===== src/rtl/fetch_sequencer.sv =====
// Instruction fetch sequencer: issues one memory read at a time, holds the
// returned instruction for decode, and handles branch/jump redirects and halt.
module fetch_sequencer (
  input  logic       clk,
  input  logic       reset,
  output logic       imem_req,
  output logic [9:0] imem_addr,
  input  logic       imem_ack,
  input  logic [8:0] imem_rdata,
  input  logic       branch,
  input  logic [9:0] branch_addr,
  input  logic       jump,
  input  logic [9:0] jump_target,
  input  logic       halt,
  output logic       inst_valid,
  output logic [8:0] inst,
  output logic [9:0] inst_pc,
  input  logic       inst_ready,
  output logic [9:0] pc_out
);

  typedef enum logic [1:0] {IDLE, REQ, HOLD, HALT} state_t;

  state_t     state, state_nxt;
  logic [9:0] pc, pc_nxt;
  logic [9:0] ipc, ipc_nxt;
  logic [8:0] ir, ir_nxt;
  logic       pend, pend_nxt;
  logic [9:0] tgt, tgt_nxt;
  logic       redirect;
  logic [9:0] redir_target;

  assign redirect     = jump | branch;
  assign redir_target = jump ? jump_target : branch_addr;

  always_comb begin
    state_nxt = state;
    pc_nxt    = pc;
    ipc_nxt   = ipc;
    ir_nxt    = ir;
    pend_nxt  = pend;
    tgt_nxt   = tgt;
    case (state)
      IDLE: begin
        if (redirect) pc_nxt = redir_target;
        state_nxt = halt ? HALT : REQ;
      end
      REQ: begin
        if (imem_ack) begin
          if (redirect || pend) begin
            // Returned word belongs to the old stream; a same-cycle redirect beats the stored one.
            pc_nxt   = redirect ? redir_target : tgt;
            pend_nxt = 1'b0;
          end else begin
            ir_nxt    = imem_rdata;
            ipc_nxt   = pc;
            pc_nxt    = pc + 10'd1;
            state_nxt = HOLD;
          end
        end else if (redirect) begin
          pend_nxt = 1'b1;
          tgt_nxt  = redir_target;
        end
      end
      HOLD: begin
        if (redirect) begin
          pc_nxt    = redir_target;
          state_nxt = REQ;
        end else if (inst_ready) begin
          state_nxt = halt ? HALT : REQ;
        end
      end
      HALT: begin
        if (redirect) pc_nxt = redir_target;
        if (!halt) state_nxt = REQ;
      end
      default: state_nxt = IDLE;
    endcase
  end

  always_ff @(posedge clk) begin
    if (reset) begin
      state <= IDLE;
      pc    <= '0;
      ipc   <= '0;
      ir    <= '0;
      pend  <= 1'b0;
      tgt   <= '0;
    end else begin
      state <= state_nxt;
      pc    <= pc_nxt;
      ipc   <= ipc_nxt;
      ir    <= ir_nxt;
      pend  <= pend_nxt;
      tgt   <= tgt_nxt;
    end
  end

  assign imem_req   = (state == REQ);
  assign inst_valid = (state == HOLD);
  assign imem_addr  = pc;
  assign pc_out     = pc;
  assign inst       = ir;
  assign inst_pc    = ipc;

endmodule


===== config.mk =====
export PLATFORM = sky130hd
export DESIGN_NAME = fetch_sequencer
export DESIGN_NICKNAME = d
export VERILOG_FILES = /design/src/rtl/fetch_sequencer.sv
export SDC_FILE = /design/constraint.sdc
export NUM_CORES = 1
export LEC_CHECK = 0
export ABC_AREA = 1
export BUFFER_PORTS_ARGS = -buffer_cell sky130_fd_sc_hd__clkbuf_2
export CORE_MARGIN = 8
export CORE_UTILIZATION = 55
export CTS_CLUSTER_DIAMETER = 100
export DETAILED_ROUTE_END_ITERATION = 8
export MAX_ROUTING_LAYER = met4
export PLACE_DENSITY = 0.94
export SLEW_MARGIN = 20
export SYNTH_ARGS = -nofsm -noshare
export SYNTH_HDL_FRONTEND = slang
export SYNTH_SLANG_ARGS = --single-unit

===== constraint.sdc =====
create_clock -name clk -period 2.5 [get_ports clk]
set_input_delay 0.5 -clock clk [delete_from_list [all_inputs] [get_ports clk]]
set_output_delay 0.5 -clock clk [all_outputs]
set_load 0.01 [all_outputs]

==> results.tsv, run 1 <==
metric	value	unit
status	finished clean	
Seq/Total Area, Yosys	35.6	%
Setup CP Type	flop to output pin	
first-pass GRT wire length	10600	µm
largest net degree at the start of global routing	29	
Worst-Margin Slew	0.382	ns
Tcrit/Tclk final	71.8	%
Layout area overhead	16.1	%
Post-synth EDFFs	0	
CP startpoint kind	flop	
Initial Util	55.7	%
max_cap viols	0	
core area	4230	µm²
share of cells above drive strength 1	23.9	%
Longest Clk Path Bufs	2	
Mean Syn Cell Area	6.57	µm²
Cell variety after synth	27	
largest area contributor in the netlist	dfxtp_1	
Final HPWL DP	4780	µm
drt total wl	6460	µm
share of the synthesized area in the top cell type	35.6	%
hold_buf cts	0	
Final Wtd Congestion	0.873	
Syn Std Cell Area	2360	µm²
post-CTS setup buffer count	0	
H-Tree Depth	2	
top-count cell post-synth	nand2_1	
root buffer cell	clkbuf_8	
vias in the first global route	2480	
syn nets	396	
DR WL/cell	13.6	µm
Power Dens Cells	582	nW/µm²
final number of setup-violating endpoints	0	
Slew Limit Fails	0	
CTS resizes	0	
grt total ovfl	0	
clk sink count	42	
top cells by area, synth	dfxtp_1 36%, nand2_1 13%, nor2_1 9.7%, o21ai_0 7.6%, inv_1 5.4%	
clk_lat worst skew	0.30	ns
worst-path maximum fanout	9	
Min Hold Slack	0.419	ns
final hold viol count	0	
fmax	557	MHz
# diodes	0	
clk slew on worst S/H paths	0.09	ns
Min Clock Period, post-route	1.79	ns
worst hold path type	input pin to flop	
GR Util All Layers	20.4	%
die width	81.5	µm
synth warn	0	
CP Capture Type	output pin	
Top FF cell, synth	dfxtp_1	
nets	459	
synth cell count leaders	84 x nand2_1, 61 x nor2_1, 42 x dfxtp_1, 36 x o21ai_0, 34 x inv_1	
DIE AREA	6640	µm²
Final ANT Viol Nets	0	
TritonCTS Buffers	5	
FF+latch count, synth	42	
IO Count	77	
Setup TNS Final	0	ns
DRT Pass-1 Iters	4	
skew final	0.00251	ns
synthesized instance count	359	
via count	2514	
Iter 0 DRT Violations	178	
RSZ-0062 raised after global routing	no	
Slew headroom	74.3	%
crit path DAT	1.29	ns
CTS tree	yes	
leakage power	1.46	nW
Max VDD drop	311	µV
CP required	2.00	ns
# DRC	0	
initial antenna violation count	0	
Vias per Instance	5.29	
IO buf count	76	
post-synthesis async set-or-reset flop share	0	%
Rows	24	
die height	81.5	µm
-- sequential cells by signal, summed over array words and instances, names as in the netlist --
register,flops
pend,1
state,2
inst_pc,10
inst,9
tgt,10
imem_addr,10
-- layout make-up --
type                       instances  area, µm²
clock inverter                     3       21.3
timing repair buffer              78        395
multi-input combinational        258       1210
sequential                        42        841
tap                               52       65.1
clock buffer                       5       68.8
fill                             381       1490
inverter                          37        139
-- layer usage --
layer | vias up | routed length (µm) | GRT usage (%)
met5 | - | 0 | -
met4 | 0 | 139 | 10.7
met3 | 16 | 428 | 4.27
met2 | 93 | 3230 | 33.3
met1 | 1144 | 2660 | 22.9
li1 | 1261 | - | -
-- report_power, final --
group | internal, mW | switching, mW | total [mW]
logic | 0.139 | 0.227 | 0.366
clock network | 0.197 | 0.260 | 0.457
registers | 0.717 | 0.0552 | 0.772
total | 1.05 | 0.542 | 1.59
-- cells in the final DEF, fill, tap and decap left out, types with 2 or more instances in the layout --
| master | n |
|---|---|
| inv_1 | 34 |
| inv_2 | 3 |
| nand3_1 | 22 |
| nand2_1 | 84 |
| dfxtp_1 | 42 |
| clkbuf_2 | 76 |
| nand3b_1 | 3 |
| clkbuf_8 | 5 |
| o21ai_0 | 36 |
| o21ai_1 | 3 |
| nor2_1 | 61 |
| nand2_2 | 4 |
| and2_1 | 3 |
| o211ai_1 | 6 |
| nand2_4 | 3 |
| buf_4 | 2 |
| nor2_4 | 4 |
| a21oi_1 | 22 |
-- path summary, 6_finish.rpt --
| check | from | end | slack, ns | cells after the start |
|---|---|---|---|---|
| worst min register to register | inst_pc[0] | inst_pc[0] | 0.50 | 2 |
| worst min-delay path | imem_rdata[3] | inst[3] | 0.42 | 3 |
| worst max-delay path | state[0] | imem_req | 0.71 | 3 |
| worst max register to register | state[0] | tgt[9] | 0.76 | 7 |
-- worst max-delay path, cell delays in order, from the launching register on --
cell,delay [ns]
dfxtp_1,0.51
inv_2,0.08
nor2_4,0.22
clkbuf_2,0.18
-- metrics by stage --
step           util (%)  total power, mW  area, µm²  std cells  worst slack (ns)
3_3_place_gp       62.6             1.13       2650        467             0.538
3_5_place_dp       62.6             1.15       2650        467             0.472
5_1_grt            64.7             1.67       2740        475             0.599
2_1_floorplan         -             1.04       2360        359              1.10
4_1_cts            64.7             1.60       2740        475             0.711
6_report           64.7             1.59       2740        475             0.706
-- kinds of logic (layout without fill, tap and decap cells) --
kind of cell,count (synthesis),in the layout,share of synthesized area [%]
AO/OA/AOI/OAI,70,70,15.8
flip-flops,42,42,35.6
AND/OR/NAND/NOR,186,186,34.6
buffers and inverters,59,123,13.1
XOR/XNOR,1,1,0.371
adder cells (fa/ha/maj),1,1,0.530
Power figures use the tool's default switching activity.
==> inputs of run 2 (changes only) <==
--- a/config.mk
+++ b/config.mk
@@ -8,11 +8,11 @@
 export ABC_AREA = 1
 export BUFFER_PORTS_ARGS = -buffer_cell sky130_fd_sc_hd__clkbuf_2
 export CORE_MARGIN = 8
-export CORE_UTILIZATION = 55
+export CORE_UTILIZATION = 46
 export CTS_CLUSTER_DIAMETER = 100
 export DETAILED_ROUTE_END_ITERATION = 8
 export MAX_ROUTING_LAYER = met4
-export PLACE_DENSITY = 0.94
+export PLACE_DENSITY = 0.84
 export SLEW_MARGIN = 20
 export SYNTH_ARGS = -nofsm -noshare
 export SYNTH_HDL_FRONTEND = slang
==> constraint.sdc (replaced) <==
create_clock -name clk -period 1.5 [get_ports clk]
set_input_delay 0.3 -clock clk [delete_from_list [all_inputs] [get_ports clk]]
set_output_delay 0.3 -clock clk [all_outputs]
set_load 0.01 [all_outputs]
==> run 2 against run 1 <==
Compared with the run above:
- register-to-register slack got worse by 0.64 ns
- global-route usage decreased by 2.9 points
- power is 71% higher
- worst setup slack worse by 0.64 ns
- sequential power is 65% higher
- clock skew increased by 0.0025 ns
==> results.tsv, run 2 (synthesis results as in run 1) <==
metric	value	unit
status	finished clean	
worst hold path type	input pin to flop	
Setup CP Type	flop to output pin	
largest net degree at the start of global routing	16	
skew final	0.00504	ns
Worst-Margin Slew	0.364	ns
Longest Clk Path Bufs	2	
Final ANT Viol Nets	0	
FF-to-FF path depth	8	
Final HPWL DP	5120	µm
Slew headroom	75.5	%
Tcrit/Tclk final	95.3	%
CP required	1.20	ns
initial antenna violation count	0	
drt total wl	6500	µm
Final Power	2.72	mW
IO Count	77	
Rows	26	
DRT Pass-1 Iters	4	
Iter 0 DRT Violations	121	
worst-path maximum fanout	4	
die height	87.6	µm
leakage power	1.56	nW
worst setup margin	0.0700	ns
nets	480	
clk slew on worst S/H paths	0.08	ns
GR Util All Layers	17.5	%
pre-CTS setup slack	0.0848	ns
worst hold path cell count	3	
vias in the first global route	2465	
DR WL/cell	12.6	µm
DIE AREA	7680	µm²
CP startpoint kind	flop	
final number of setup-violating endpoints	0	
most common cell after layout, fill and taps aside	nand2_1	
Power Dens Cells	927	nW/µm²
clk sink count	42	
root buffer cell	clkbuf_8	
commonest cells after routing, fill and taps aside	84 x nand2_1, 76 x clkbuf_2, 59 x nor2_1	
core area	5040	µm²
clk_lat worst skew	0.30	ns
Layout area overhead	24.3	%
max_cap viols	0	
crit path DAT	1.13	ns
RSZ-0062 raised after global routing	yes	
die width	87.6	µm
Final Wtd Congestion	0.865	
# DRC	0	
Slew Limit Fails	0	
first-pass GRT wire length	10500	µm
share of cells above drive strength 1	28.6	%
Max VDD drop	775	µV
filler instances	485	
via count	2563	
CP Capture Type	output pin	
fmax	699	MHz
final hold viol count	0	
Min Clock Period, post-route	1.43	ns
Vias per Instance	4.99	
CTS tree	yes	
Initial Util	46.8	%
grt total ovfl	0	
# diodes	0	
TritonCTS Buffers	5	
IO buf count	76	
H-Tree Depth	2	
==> run 2: cell count changes in the layout (fill, tap and decap cells not counted), sizes merged <==
cell / change
buf: +21
clkbuf: +1
clkinv: -1
==> run 2: routing by layer <==
| metal | GRT usage [%] | vias to the layer above | wire, µm | part of all wire (%) |
|---|---|---|---|---|
| li1 | - | 1304 | - | - |
| met1 | 19.5 | 1164 | 2760 | 42 |
| met2 | 29.8 | 81 | 3190 | 49 |
| met3 | 3.56 | 14 | 392 | 6.0 |
| met4 | 7.50 | 0 | 161 | 2.5 |
| met5 | - | - | 0 | 0 |
==> run 2: path summary, 6_finish.rpt <==
check	from	to	slack, ns
hold reg to reg	tgt[4]	tgt[4]	0.50
setup / recovery	state[0]	imem_req	0.07
setup reg to reg	state[0]	tgt[8]	0.12
hold / removal	imem_rdata[7]	inst[7]	0.23
==> run 2: worst max-delay path: stages, from the launching register on <==
cell      delay, ns
dfxtp_2        0.40
inv_2          0.06
nor2_4         0.13
buf_4          0.13
clkbuf_2       0.12
==> run 2: timing repair <==
item	in CTS	in global routing
pin swaps	0	2
setup buffers	0	4
setup endpoints to repair	2	11
gates resized for setup	2	3
hold buffers	0	0
hold endpoints to repair	0	0
==> run 2: where the power goes <==
part	internal [mW]	leakage (nW)	switching, mW
clock network	0.370	0.0472	0.395
logic	0.279	1.17	0.406
registers	1.20	0.344	0.0724
==> run 2: stage by stage <==
| step | hold WS [ns] | utilization, % | TNS [ns] | instance area (µm²) | cells |
|---|---|---|---|---|---|
| finish | 0.226 | 58.2 | 0 | 2930 | 514 |
| global route | 0.238 | 58.2 | -0.00788 | 2930 | 514 |
| CTS | 0.220 | 57.5 | -0.0128 | 2900 | 510 |
| detailed placement | 0.486 | 55.5 | 0 | 2800 | 502 |
| global placement | 0.476 | 55.5 | 0 | 2800 | 502 |
| floorplan | 0.372 | - | 0 | 2360 | 359 |
==> run 2: cell type report <==
type / count / area, µm² / share of cell area (%)
multi-input combinational: 258 / 1210 / 41.4
sequential: 42 / 843 / 28.8
timing repair buffer: 99 / 553 / 18.9
inverter: 37 / 139 / 4.74
tap: 70 / 87.6 / 2.99
clock buffer: 6 / 82.6 / 2.82
clock inverter: 2 / 12.5 / 0.427
